## config.mk

```make
export PLATFORM = sky130hd
export DESIGN_NAME = entropy_conditioner
export DESIGN_NICKNAME = d
export VERILOG_FILES = /design/src/rtl/entropy_conditioner_pkg.sv /design/src/rtl/entropy_conditioner_vn_extractor.sv /design/src/rtl/entropy_conditioner.sv
export SDC_FILE = /design/constraint.sdc
export NUM_CORES = 1
export LEC_CHECK = 0
export CORE_ASPECT_RATIO = 1.4
export CORE_UTILIZATION = 41
export DETAILED_ROUTE_END_ITERATION = 8
export DONT_BUFFER_PORTS = 1
export GPL_TIMING_DRIVEN = 1
export PLACE_DENSITY = 0.58
export REMOVE_ABC_BUFFERS = 1
export SLEW_MARGIN = 40
export SYNTH_ARGS = -nofsm -noshare
export SYNTH_HDL_FRONTEND = slang
export SYNTH_SLANG_ARGS = --single-unit
```

## constraint.sdc

```tcl
create_clock -name clk -period 1.5 [get_ports clk]
set_clock_uncertainty 0.15 [all_clocks]
set_input_delay 0.45 -clock clk [delete_from_list [all_inputs] [get_ports clk]]
set_output_delay 0.45 -clock clk [all_outputs]
set_load 0.01 [all_outputs]
```

## src/rtl/entropy_conditioner_pkg.sv

```systemverilog
// trng_pkg: shared defaults and the pair-state type for the entropy conditioner.
package trng_pkg;
    localparam int TRNG_WORD_W_DEF    = 8;
    localparam int TRNG_REP_LIMIT_DEF = 32;
    typedef enum logic {PAIR_EMPTY, PAIR_HAVE_FIRST} pair_state_t;
endpackage

```

## src/rtl/entropy_conditioner_vn_extractor.sv

```systemverilog
// vn_extractor: von Neumann debiaser over non-overlapping raw bit pairs (01->0, 10->1).
module vn_extractor
    import trng_pkg::*;
(
    input  logic clk,
    input  logic rst_n,
    input  logic enable,
    input  logic bit_in,
    output logic ext_valid,
    output logic ext_bit
);
    pair_state_t state_q, state_d;
    logic        first_q, first_d;

    always_comb begin
        state_d   = !enable ? PAIR_EMPTY : (state_q == PAIR_EMPTY ? PAIR_HAVE_FIRST : PAIR_EMPTY);
        first_d   = (enable && state_q == PAIR_EMPTY) ? bit_in : first_q;
        ext_valid = enable && state_q == PAIR_HAVE_FIRST && bit_in != first_q;
        ext_bit   = first_q;
    end

    always_ff @(posedge clk or negedge rst_n) begin
        if (!rst_n) begin
            state_q <= PAIR_EMPTY;
            first_q <= 1'b0;
        end else begin
            state_q <= state_d;
            first_q <= first_d;
        end
    end
endmodule

```

## src/rtl/entropy_conditioner.sv

```systemverilog
// entropy_conditioner: debias, pack LSB-first into words, drop-and-flag on backpressure.
// Optional repetition-count health test enabled by defining TRNG_HEALTH_TEST_EN.
module entropy_conditioner
    import trng_pkg::*;
#(
    parameter int WORD_W    = TRNG_WORD_W_DEF,
    parameter int REP_LIMIT = TRNG_REP_LIMIT_DEF
) (
    input  logic              clk,
    input  logic              rst_n,
    input  logic              enable,
    input  logic              bit_in,
    output logic [WORD_W-1:0] word_data,
    output logic              word_valid,
    input  logic              word_ready,
    output logic              overrun,
    output logic              health_fail
);
    localparam int CW = (WORD_W > 2) ? $clog2(WORD_W) : 1;

    if (WORD_W < 2 || WORD_W > 32) begin : g_bad_word_w
        $error("entropy_conditioner: WORD_W out of range 2..32");
    end
    if (REP_LIMIT < 2 || REP_LIMIT > 255) begin : g_bad_rep_limit
        $error("entropy_conditioner: REP_LIMIT out of range 2..255");
    end

    logic              ext_valid, ext_bit;
    logic [WORD_W-1:0] shift_q, shift_d, data_q, data_d;
    logic [CW-1:0]     cnt_q, cnt_d;
    logic              valid_q, valid_d, overrun_q, overrun_d;
    logic              complete, load, hit, hf;

    vn_extractor u_vn (
        .clk       (clk),
        .rst_n     (rst_n),
        .enable    (enable),
        .bit_in    (bit_in),
        .ext_valid (ext_valid),
        .ext_bit   (ext_bit)
    );

`ifdef TRNG_HEALTH_TEST_EN
    logic [7:0] run_q, run_d;
    logic       last_q, last_d, hf_q, hf_d;

    // run_q starts at 0, so the first bit after reset naturally counts as 1
    always_comb begin
        run_d  = run_q;
        last_d = last_q;
        if (enable) begin
            run_d  = (bit_in == last_q) ? (run_q == 8'hFF ? run_q : run_q + 8'd1) : 8'd1;
            last_d = bit_in;
        end
        hit  = enable && run_d == 8'(REP_LIMIT);
        hf_d = hf_q || hit;
    end

    always_ff @(posedge clk or negedge rst_n) begin
        if (!rst_n) begin
            run_q  <= '0;
            last_q <= 1'b0;
            hf_q   <= 1'b0;
        end else begin
            run_q  <= run_d;
            last_q <= last_d;
            hf_q   <= hf_d;
        end
    end

    assign hf = hf_q;
`else
    assign hit = 1'b0;
    assign hf  = 1'b0;
`endif

    always_comb begin
        shift_d  = shift_q;
        cnt_d    = cnt_q;
        complete = ext_valid && cnt_q == CW'(WORD_W - 1);
        if (ext_valid) begin
            shift_d[cnt_q] = ext_bit;
            cnt_d          = complete ? '0 : cnt_q + 1'b1;
        end
        if (hit) begin
            shift_d = '0;
            cnt_d   = '0;
        end
        // a word completing on the accepting edge replaces the old one without loss
        load      = complete && !hit && !hf && (!valid_q || word_ready);
        valid_d   = load || (valid_q && !word_ready);
        data_d    = load ? shift_d : data_q;
        overrun_d = overrun_q || (complete && !hit && !hf && valid_q && !word_ready);
    end

    always_ff @(posedge clk or negedge rst_n) begin
        if (!rst_n) begin
            shift_q   <= '0;
            cnt_q     <= '0;
            data_q    <= '0;
            valid_q   <= 1'b0;
            overrun_q <= 1'b0;
        end else begin
            shift_q   <= shift_d;
            cnt_q     <= cnt_d;
            data_q    <= data_d;
            valid_q   <= valid_d;
            overrun_q <= overrun_d;
        end
    end

    assign word_data   = data_q;
    assign word_valid  = valid_q;
    assign overrun     = overrun_q;
    assign health_fail = hf;
endmodule

```

## Word-level counts from Yosys, hierarchy flattened

Index checks and enable logic that the tools add are counted.

| operators by class | value |
|---|---|
| shift-type cells | 0 |
| bitwise gates (word level) | 1 |
| $add $sub $neg | 1 |
| $mul | 0 |
| multiplexer cells | 7 |
| reductions and logical operators | 14 |
| magnitude comparators | 2 |
| eq/ne operators | 2 |
| div/mod/pow operators | 0 |

Operator list:

| cell | number |
|---|---|
| logical AND 1 bit | 9 |
| bitwise mux 8 bit | 1 |
| 2-to-1 mux 8 bit | 1 |
| < comparator 3 x 4 -> 1 bit, second input constant | 1 |
| adder 3 x 1 -> 3 bit, second input constant | 1 |
| demux 1 bit (select 3 bit) | 1 |
| equality test 3 bit, second input constant | 1 |
| greater-or-equal comparator 3 x 1 -> 1 bit, second input constant | 1 |
| logical OR 1 bit | 3 |
| 2-to-1 mux 1 bit | 3 |
| 2-to-1 mux 3 bit | 1 |
| logical NOT 1 bit | 2 |
| inequality test 1 bit | 1 |
| NOT 1 bit | 1 |

| word-level totals | value |
|---|---|
| input port bits | 5 |
| word-level logic and storage cells | 34 |
| bits in latches | 0 |
| output and inout port bits | 11 |
| ROM bits | 0 |
| memories | 0 |
| register bits | 23 |
| RAM bits | 0 |

## Depth between registers and ports, before layout

Gate-level depths: netlist of the first run.

| logic depth | value |
|---|---|
| depth after elaboration | 6 |
| mapped depth | 5 |
| gate-level depth less buffers | 4 |

## Modules after synthesis

A second synthesis of the first run with hierarchy kept.

| second synthesis, totals | value |
|---|---|
| cells, all modules | 72 |
| area total of the unflattened synthesis | 1057.3 um^2 |

Modules (own cells, without submodules):

| module | area an instance (um^2) | cells each | times used |
|---|---|---|---|
| entropy_conditioner | 962.2 | 66 | 1 |
| vn_extractor | 95.1 | 6 | 1 |

## Worst setup path after synthesis of the first run

No wires, ideal clock.

| timing | value |
|---|---|
| kind | reg2reg |
| from | reg u_vn.first_q (netlist: u_vn.ext_bit) |
| to | reg data_q[0] (netlist: word_data[0]) |
| setup slack | -19 ps |
| cell stages (with the launch flop) | 5 |
| library setup time | 141 ps |
| data arrival time | 1228 ps |
| path through | dfrtp_1 > xor2_2 > and4_1 > buf_6 > a31oi_1 |

| between the ends | value |
|---|---|
| word-level cells in the longest chain between the ends | 4 |

Ends and longest elaborated chain:

| element | RTL line | RTL |
|---|---|---|
| start, declared | entropy_conditioner_vn_extractor.sv:13 | `logic first_q, first_d;` |
| start signal, assigned | entropy_conditioner_vn_extractor.sv:28 | `first_q <= first_d;` |
| inequality test 1 bit | entropy_conditioner_vn_extractor.sv:18 | `ext_valid = enable && state_q == PAIR_HAVE_FIRST && bit_in != first_q;` |
| logical AND 1 bit | entropy_conditioner_vn_extractor.sv:18 |  |
| logical AND 1 bit | entropy_conditioner.sv:80 | `complete = ext_valid && cnt_q == CW'(WORD_W - 1);` |
| logical AND 1 bit | entropy_conditioner.sv:90 | `load = complete && !hit && !hf && (!valid_q \|\| word_ready);` |
| end signal, assigned | entropy_conditioner.sv:106 | `data_q <= data_d;` |
| end, declared | entropy_conditioner.sv:29 | `logic [WORD_W-1:0] shift_q, shift_d, data_q, data_d;` |

Several ways; a longest one is shown, not always the timed one.
A chain may end at the register's enable or synchronous reset.

## Final worst setup path of the first run

| timing | value |
|---|---|
| from | reg cnt_q[0] |
| to | reg data_q[6] (netlist: word_data[6]) |

| between the ends | value |
|---|---|
| word-level cells in the longest chain between the ends | 6 |

Ends and longest elaborated chain:

| element | RTL line | RTL |
|---|---|---|
| start, declared | entropy_conditioner.sv:30 | `logic [CW-1:0] cnt_q, cnt_d;` |
| start signal, assigned | entropy_conditioner.sv:105 | `cnt_q <= cnt_d;` |
| < comparator 3 x 4 -> 1 bit (implied by the code) or greater-or-equal comparator 3 x 1 -> 1 bit (tied branches) | entropy_conditioner.sv:82 | `shift_d[cnt_q] = ext_bit;` |
| logical AND 1 bit (implied by the code) | entropy_conditioner.sv:82 |  |
| 2-to-1 mux 1 bit (implied by the code) | entropy_conditioner.sv:82 |  |
| demux 1 bit (select 3 bit) | entropy_conditioner.sv:82 |  |
| bitwise mux 8 bit | entropy_conditioner.sv:82 |  |
| 2-to-1 mux 8 bit | entropy_conditioner.sv:81 | `if (ext_valid) begin` |

Several ways; a longest one is shown, not always the timed one.

==> results of run 1 <==
cells by family after synthesis:
kind of cell             share of synthesized area
buffers and inverters                       0.0453
AND/OR/NAND/NOR                              0.192
AO/OA/AOI/OAI                                0.168
flip-flops                                   0.508
XOR/XNOR                                    0.0221
multiplexers                                0.0397
other                                      0.00331
adder cells (fa/ha/maj)                     0.0221
state kept, by name, indices dropped and copies added, names as in the netlist:
signal	count
u_vn.ext_bit	1
cnt_q	3
word_valid	1
word_data	8
shift_q	8
u_vn.state_q	1
overrun	1
worst paths after layout:
check | start | to | slack, ns
max | cnt_q[0]$_DFFE_PN0N_ | word_data[6]$_DFFE_PN0P_ | -0.02
min | bit_in | u_vn.ext_bit$_DFFE_PN0P_ | 0.13
max reg2reg | cnt_q[0]$_DFFE_PN0N_ | word_data[6]$_DFFE_PN0P_ | -0.02
min reg2reg | shift_q[1]$_DFF_PN0_ | shift_q[1]$_DFF_PN0_ | 0.37
max in group asynchronous | rst_n | cnt_q[2]$_DFFE_PN0N_ | 0.63
min in group asynchronous | rst_n | word_data[2]$_DFFE_PN0P_ | 0.41
stage by stage:
step	power (mW)	hold slack (ns)	utilization
6_report	2.21	0.133	0.558
5_1_grt	2.36	0.123	0.558
3_5_place_dp	1.56	0.00495	0.463
3_3_place_gp	1.54	0.00487	0.463
2_1_floorplan	1.34	0.00441	-
4_1_cts	1.95	-0.344	0.493
layout make-up:
type                            count  area, sq um  share of cell area
Sequential cell                    23          578               0.396
Tap cell                           36         45.0              0.0309
Clock buffer                        4         26.3              0.0180
Timing Repair Buffer               16          164               0.112
Multi-Input combinational cell     71          646               0.443
placed cells by master, fill, tap and decap left out, types with 2 or more instances in the layout:
cell      Yosys  layout
nand3_2       1       2
a41oi_1       8       7
nand3_1       9       8
and3b_2       2       2
a31oi_1       8       7
dfrtp_1      23      21
buf_4         1      11
nand2_1      10      10
mux2_4        0       3
dfrtp_2       0       2
clkbuf_4      0       3
o31ai_2       0       5
nand2b_1      3       3
critical path, stage by stage, from the launching register on:
cell and delay, ns:
dfrtp_1 0.44, ha_2 0.20, ha_4 0.18, and4_1 0.16, buf_4 0.15, a31oi_2 0.18
what timing repair did:
item	CTS	global route
resized for setup	8	19
setup endpoints to repair	19	17
gates cloned	0	1
pin swaps	3	4
buffers inserted	1	1
hold endpoints to repair	23	23
metal layers:
layer	vias to the layer above	routed length, um
li1	410	-
met1	456	989
met2	21	1410
met3	6	87
met4	0	55
met5	-	0
power groups by stage:
stage	combinational, mW	clock (mW)	sequential (mW)
floorplan	0.399	0	0.938
global placement	0.600	0	0.941
detailed placement	0.620	0	0.945
CTS	0.706	0.296	0.950
global route	1.04	0.324	0.996
finish	0.947	0.284	0.976
cells in the mapped netlist, types with 2 or more instances:
cell type	count	area (sq um)
buf_2	2	10.0
buf_6	2	22.5
nor2b_1	3	18.8
clkbuf_1	3	11.3
a31oi_1	8	50.1
nand2b_1	3	18.8
nand2_1	10	37.5
o41ai_1	2	17.5
dfrtp_1	23	576
a41oi_1	8	70.1
o31ai_1	6	45.0
nand3_1	9	45.0
and3b_2	2	20.0
ha_1	2	25.0
mux2_1	4	45.0
==> reports/metrics.cfg, run 1 <==
[status]
outcome=complete, but fails checks
violations=negative setup slack

[final_layout]
final_net_count=122
fin_area_sq_um=1460
diodes=0
instances_no_fill=150
area_growth_pct=28.7
layout-drive-gt1-share=0.404
n_fill_cell=220

[critical_path]
worst_setup_path_end_kind=register
critPathLaunchType=register
worstPathMaxFanout=4
arrival_ns=1.61
cp_data_required_time_ns=1.59
r2r_cells=5
crit_type=register to register

[sta]
hold_viol_final=0
tns_ns=-0.0174
rsz0062_at_grt=true
setup_viol_count_final=1
worst_slack_ns=-0.0174
final_max_slew_viol_count=0
finalCritPeriodShare=1.01
fmax_mhz=659
min_period_ns=1.52

[logic_synthesis]
synth_edf_count=0
ys_ff_latch=23
synthesis.instances=102
ys_warn_count=0
synth_seq_area_share=0.508
synthesis.area_sq_um=1130
async_reset_ff_frac=1.00
yosysUniqueCellTypes=30
synth-main-ff-cell=dfrtp_1
postSynthAreaPerCell_sq_um=11.1

[die]
die_w_um=46.4
die_height_um=64.2
start_util=0.433
ios=16
core-area_sq_um=2620
fp.dieArea_sq_um=2980
rows=22

[route]
num_vias=893
dr.pass1.iters=4
drc=0
drt_iter0_drc=19
antenna_left=0
avgRoutedWirePerCell_um=16.9
viasPerCell=5.95
totalWireLength_um=2540

[global_routing]
grt_pass1_wl_um=3910
grtUsageMet2=0.306
overflow=0
track_usage=0.181
grt-busiest-layer=met2
grt_use_met3=0.0339
grt_pass1_vias=868
grt_antenna_before_repair=0
grt_max_degree=24
met1_usage=0.211

[clock_network]
clk_path_buf_depth=2
cts_tree=built
htreeDepth=1
clk-insertion-delay-late_ns=0.31
cts.sinks=23
clk_pin_slew_ns=0.12
cts_made_buffers=3
clock-root-buffer=clkbuf_4

[placed_design]
dp_worst_setup_slack_ns=-0.133
dp_cells=141
port_buffers=0
placed_area_sq_um=1210
gp_congestion=0.782
dpl.hpwl_um=1730

[power_and_ir_drop]
p_comb_frac=0.429
p_leak_nw=0.644
switchingPower_uw=791
p_seq_frac=0.442
pwr-share-clk=0.129
internal_power_mw=1.42
max-vdd-ir-drop_v=0.000894
powerDensity_nw_per_um2=1510
netSwitchingFraction=0.358

[hold_path]
min_path_type=input port to register
holdPathStages=1

[run]
drv_cap=0

Power figures use the tool's default switching activity.
==> run 2: changes to the inputs <==
--- a/config.mk
+++ b/config.mk
@@ -5,12 +5,14 @@
 export SDC_FILE = /design/constraint.sdc
 export NUM_CORES = 1
 export LEC_CHECK = 0
+export CELL_PAD_IN_SITES_DETAIL_PLACEMENT = 0
+export CELL_PAD_IN_SITES_GLOBAL_PLACEMENT = 2
 export CORE_ASPECT_RATIO = 1.4
-export CORE_UTILIZATION = 41
+export CORE_UTILIZATION = 36
 export DETAILED_ROUTE_END_ITERATION = 8
 export DONT_BUFFER_PORTS = 1
 export GPL_TIMING_DRIVEN = 1
-export PLACE_DENSITY = 0.58
+export PLACE_DENSITY_LB_ADDON = 0.25
 export REMOVE_ABC_BUFFERS = 1
 export SLEW_MARGIN = 40
 export SYNTH_ARGS = -nofsm -noshare
==> run 2 against run 1 <==
- the run still ends with negative setup slack left
- clock power up 33%
- setup slack better by 0.015 ns
- register-to-register slack better by 0.02 ns
- sequential cell count unchanged
- die area up 13%
- critical endpoint is now word_data[2]$_DFFE_PN0P_
- global-route usage down 1.4 points
- highest routed layer unchanged
- final area down 2.3%
- routed wire length down 2.5%
==> reports/metrics.cfg, run 2 (same netlist as run 1, synthesis figures left out) <==
[critical_path]
crit_type=register to register
crit_family=flip-flops
critPathLaunchType=register
cpPeakStageDelay_ns=0.43  ; about the same
worstPathMaxFanout=6  ; +2
cp_slowest_cell=dfrtp_1
worst_setup_path_end_kind=register
arrival_ns=1.49  ; -0.12 ns
cp_data_required_time_ns=1.49  ; -0.10 ns
crit_chain=nand3b_1, buf_4, o31ai_1, a31oi_1
path_buf_inv=1  ; unchanged

[die]
rows=23  ; +4.5%
core-area_sq_um=2940  ; +12%
die_height_um=68.4  ; +6.5%
ios=16  ; unchanged
start_util=0.386  ; -0.0473
die_w_um=49.4  ; +6.4%
fp.dieArea_sq_um=3380  ; +13%

[route]
avgRoutedWirePerCell_um=16.3  ; -3.8%
drt_iter0_drc=24  ; +5
num_vias=861  ; -3.6%
antenna_left=0  ; unchanged
viasPerCell=5.66  ; -4.9%
dr.pass1.iters=4  ; unchanged
totalWireLength_um=2480  ; -2.5%
drc=0  ; unchanged

[placed_design]
dpl.hpwl_um=1800  ; +4.1%
port_buffers=0  ; unchanged
gp_congestion=0.743  ; -5.0%

[sta]
hold_ws_ns=0.170  ; +0.0371 ns
min_period_ns=1.50  ; -0.0151 ns
final_max_slew_viol_count=0  ; unchanged
finalCritPeriodShare=1.00  ; -0.0101
setup_viol_count_final=1  ; unchanged
worst_slack_ns=-0.00226  ; +0.0151 ns
hold_viol_final=0  ; unchanged
worst_pin_slew_ns=0.515
fmax_mhz=666  ; +1.0%
relSlewSlack=0.655
rsz0062_at_grt=true
tns_ns=-0.00226  ; +0.0151 ns

[global_routing]
grt_antenna_before_repair=0  ; unchanged
grt_pass1_vias=879  ; +1.3%
track_usage=0.167  ; -0.0144
overflow=0  ; unchanged
grt_max_degree=24  ; unchanged
grt_pass1_wl_um=4170  ; +6.7%

[clock_network]
cts_made_buffers=3  ; unchanged
clock-root-buffer=clkbuf_8
cts_tree=built
cts.sinks=23  ; unchanged
htreeDepth=1  ; unchanged
clk-insertion-delay-late_ns=0.26  ; -0.05 ns
clk_path_buf_depth=2  ; unchanged
clk_pin_slew_ns=0.08  ; -0.04 ns

[final_layout]
layout-drive-gt1-share=0.348  ; -0.0557
final_net_count=123  ; +0.82%
area_growth_pct=25.7
layout_commonest_cell=dfrtp_1
diodes=0  ; unchanged
final_cell_mix=dfrtp_1, nand2_1, buf_4, nand3_1

[power_and_ir_drop]
pwr-share-clk=0.176  ; +0.047
powerDensity_nw_per_um2=1500  ; -0.66%
netSwitchingFraction=0.342  ; -0.0165
p_seq_frac=0.441  ; about the same
max-vdd-ir-drop_v=0.000880  ; -1.6%
p_comb_frac=0.383  ; -0.046
internal_power_mw=1.41  ; -0.46%
p_leak_nw=0.653  ; +1.4%
switchingPower_uw=732  ; -7.4%

[status]
violations=negative setup slack
outcome=complete, but fails checks

[hold_path]
min_path_type=input port to register

[run]
drv_cap=0  ; unchanged

## run 2: changes by cell type in the layout (fill, tap and decap cells not counted), sizes merged
cell / before / now
buf: 14 / 16
clkinv: 0 / 1
clkbuf: 5 / 3
## run 2: area by class of cell
cell class	instances	area (sq um)
repair buffers	17	169
multi-input cells	71	587
well taps	37	46.3
fillers	276	1510
clock buffers	3	41.3
flip-flops and latches	23	577
clock inverters	1	5.00
## run 2: path summary, 6_finish.rpt
| path | endpoint | depth (start not counted) | startpoint | slack, ns |
|---|---|---|---|---|
| max | word_data[2]$_DFFE_PN0P_ | 4 | cnt_q[0]$_DFFE_PN0N_ | -0.002 |
| min | u_vn.ext_bit$_DFFE_PN0P_ | 1 | bit_in | 0.17 |
| max reg2reg | word_data[2]$_DFFE_PN0P_ | 4 | cnt_q[0]$_DFFE_PN0N_ | -0.002 |
| min reg2reg | shift_q[4]$_DFF_PN0_ | 2 | shift_q[4]$_DFF_PN0_ | 0.34 |
| max in group asynchronous | cnt_q[2]$_DFFE_PN0N_ | 2 | rst_n | 0.59 |
| min in group asynchronous | shift_q[6]$_DFF_PN0_ | 2 | rst_n | 0.46 |
## run 2: what timing repair did
action,CTS,global route
endpoints found under the hold margin,23,23
cloned,0,0
endpoints found under the setup margin,14,14
resized for setup,19,3
pin swaps,6,1
setup buffers,1,2
## run 2: metrics by stage
| step | utilization | instance area, sq um | setup WS [ns] | cells | power (mW) |
|---|---|---|---|---|---|
| floorplan | - | 1080 | -0.245 | 94 | 1.34 |
| CTS | 0.467 | 1370 | 0.00904 | 148 | 2.11 |
| global route | 0.486 | 1430 | -0.0762 | 152 | 2.30 |
| global placement | 0.415 | 1220 | -0.115 | 143 | 1.55 |
| finish | 0.486 | 1430 | -0.00226 | 152 | 2.14 |
| detailed placement | 0.415 | 1220 | -0.164 | 143 | 1.57 |
## run 2: routing by layer
metal  wire length [um]  global-route usage  part of all wire
met1               1040               0.185              0.42
met2               1320               0.300              0.53
met3                 74              0.0267             0.030
met4                 44               0.104             0.018
met5                  0                   0                 0
## run 2: power groups by stage
stage / Sequential [mW] / Combinational [mW] / Clock [mW]
after floorplan: 0.938 / 0.399 / 0
after global placement: 0.928 / 0.623 / 0
after detailed placement: 0.933 / 0.638 / 0
after CTS: 0.946 / 0.768 / 0.395
after global routing: 0.967 / 0.918 / 0.415
final: 0.945 / 0.821 / 0.377
==> run 3: changes to the inputs <==
--- a/config.mk
+++ b/config.mk
@@ -12,6 +12,7 @@
 export DETAILED_ROUTE_END_ITERATION = 8
 export DONT_BUFFER_PORTS = 1
 export GPL_TIMING_DRIVEN = 1
+export MAX_ROUTING_LAYER = met4
 export PLACE_DENSITY_LB_ADDON = 0.25
 export REMOVE_ABC_BUFFERS = 1
 export SLEW_MARGIN = 40
==> run 3 against run 2 <==
- the flow still finishes with violations (negative setup slack)
- worst hold slack barely moved
- final cell count did not move
- register-to-register slack barely moved
- count of clock-buffer cells in the layout did not move
- sequential share of layout area did not move
- first-iteration DRC count rose by 8.3%
- global-route usage rose by 0.54 points
- sequential cell count did not move
- largest cell class unchanged
==> reports/metrics.cfg, run 3 (same netlist as run 1, synthesis figures left out) <==
[status]
outcome=complete, but fails checks
violations=negative setup slack

[sta]
fmax_mhz=666  ; about the same
final_max_slew_viol_count=0  ; unchanged
min_period_ns=1.50  ; +0.000155 ns
worst_pin_slew_ns=0.514  ; -0.000655 ns
hold_viol_final=0  ; unchanged
finalCritPeriodShare=1.00  ; about the same
relSlewSlack=0.656  ; about the same
worst_slack_ns=-0.00242  ; -0.000155 ns
rsz0062_at_grt=true
setup_viol_count_final=1  ; unchanged

[final_layout]
n_fill_cell=276  ; unchanged
final_net_count=123  ; unchanged
layout_commonest_cell=dfrtp_1
utilization=0.486  ; unchanged
diodes=0  ; unchanged
layout-drive-gt1-share=0.348  ; unchanged
multi_input_area_sq_um=587  ; unchanged
area_growth_pct=25.7  ; unchanged
final_cell_mix=dfrtp_1, nand2_1, buf_4, nand3_1
seqCellArea_sq_um=577  ; unchanged
instances_no_fill=152  ; unchanged
fin_area_sq_um=1430  ; unchanged

[route]
avgRoutedWirePerCell_um=16.3  ; +0.24%
antenna_left=0  ; unchanged
drt_iter0_drc=26  ; +8.3%
drc=0  ; unchanged
totalWireLength_um=2480  ; +0.24%
num_vias=857  ; -0.46%
viasPerCell=5.64  ; -0.46%
dr.pass1.iters=4  ; unchanged

[power_and_ir_drop]
pwr-share-clk=0.176  ; about the same
internal_power_mw=1.41  ; about the same
max-vdd-ir-drop_v=0.000881  ; +0.10%
netSwitchingFraction=0.342  ; +0.000535
p_comb_frac=0.383  ; about the same
p_seq_frac=0.441  ; about the same
fin_total_pwr_mw=2.14  ; about the same
powerDensity_nw_per_um2=1500  ; about the same
p_leak_nw=0.653  ; unchanged
switchingPower_uw=734  ; +0.25%

[clock_network]
cts_made_buffers=3  ; unchanged
clk_path_buf_depth=2  ; unchanged
cts_tree=built
clock-root-buffer=clkbuf_8
clk_pin_slew_ns=0.08  ; about the same
clk-insertion-delay-late_ns=0.26  ; about the same
htreeDepth=1  ; unchanged
cts.sinks=23  ; unchanged

[die]
core-area_sq_um=2940  ; unchanged
start_util=0.386  ; unchanged
die_height_um=68.4  ; unchanged
fp.dieArea_sq_um=3380  ; unchanged
die_w_um=49.4  ; unchanged
ios=16  ; unchanged
rows=23  ; unchanged

[placed_design]
dp_worst_setup_slack_ns=-0.164  ; unchanged
dpl.hpwl_um=1800  ; unchanged
port_buffers=0  ; unchanged
placed_area_sq_um=1220  ; unchanged
gp_congestion=0.752  ; +1.3%
dp_cells=143  ; unchanged

[critical_path]
r2r_cells=4  ; unchanged
cpPeakStageDelay_ns=0.43  ; about the same
critPathLaunchType=register
path_buf_inv=1  ; unchanged
worst_setup_path_end_kind=register
arrival_ns=1.49  ; about the same
cp_data_required_time_ns=1.49  ; about the same
worstPathMaxFanout=6  ; unchanged
reg2reg_to=word_data[2]$_DFFE_PN0P_
cp_slowest_cell=dfrtp_1
crit_chain=nand3b_1, buf_4, o31ai_1, a31oi_1
r2r_start=cnt_q[0]$_DFFE_PN0N_
crit_family=flip-flops
crit_type=register to register
r2r_slack_ns=-0.002  ; about the same

[global_routing]
grt_use_met3=0.0267  ; unchanged
grt_pass1_vias=876  ; -0.34%
grt_pass1_wl_um=4180  ; +0.34%
grtUsageMet2=0.300  ; unchanged
grt_antenna_before_repair=0  ; unchanged
met1_usage=0.186  ; +0.00139
grt_max_degree=24  ; unchanged
grt-busiest-layer=met2
track_usage=0.172  ; +0.00541
overflow=0  ; unchanged

[hold_path]
min_path_type=input port to register
whs_endpoint=u_vn.ext_bit$_DFFE_PN0P_
holdPathStages=1  ; unchanged
hold_start=bit_in

[run]
drv_cap=0  ; unchanged

==> run 3: final cells by class <==
cell class	count	share of cell area
Timing Repair Buffer	17	0.119
Clock inverter	1	0.00351
Clock buffer	3	0.0290
Sequential cell	23	0.405
Multi-Input combinational cell	71	0.412
Tap cell	37	0.0325
==> run 3: routing by layer <==
layer,share of wire,routed length (um)
met1,0.41,1030
met2,0.53,1330
met4,0.017,42
met3,0.034,84
met5,0,0
==> run 3: timing repair <==
item,in CTS,in global routing
setup endpoints to repair,14,14
gates resized for setup,19,3
endpoints found under the hold margin,23,23
gates cloned,0,0
setup buffers,1,2
pin swaps,6,1
==> run 3: stage by stage <==
stage | hold WS (ns) | TNS [ns]
5_1_grt | 0.173 | -0.632
3_3_place_gp | 0.00484 | -1.02
3_5_place_dp | 0.00497 | -1.27
4_1_cts | -0.287 | 0
2_1_floorplan | 0.00441 | -2.49
6_report | 0.170 | -0.00242
==> run 3: worst reg2reg max path, stage by stage (launching register included) <==
cell,delay (ns)
dfrtp_1,0.43
nand3b_1,0.25
buf_4,0.18
o31ai_1,0.25
a31oi_1,0.13
==> run 3: power groups by stage <==
stage               Sequential (mW)  Clock [mW]  Combinational, mW
floorplan                     0.938           0              0.399
global placement              0.928           0              0.623
detailed placement            0.933           0              0.638
CTS                           0.946       0.395              0.768
global route                  0.967       0.417              0.918
finish                        0.945       0.378              0.821
==> run 3: worst max path at each step <==
stage / startpoint / endpoint / slack [ns] / depth (start not counted)
after detailed placement: bit_in / word_data[1]$_DFFE_PN0P_ / -0.16 / 3
after CTS: cnt_q[0]$_DFFE_PN0N_ / word_data[2]$_DFFE_PN0P_ / 0.009 / 3
after floorplan: u_vn.ext_bit$_DFFE_PN0P_ / word_data[0]$_DFFE_PN0P_ / -0.25 / 3
after global placement: bit_in / word_data[0]$_DFFE_PN0P_ / -0.11 / 3
final: cnt_q[0]$_DFFE_PN0N_ / word_data[2]$_DFFE_PN0P_ / -0.002 / 4
after global routing: cnt_q[0]$_DFFE_PN0N_ / word_data[2]$_DFFE_PN0P_ / -0.07 / 4
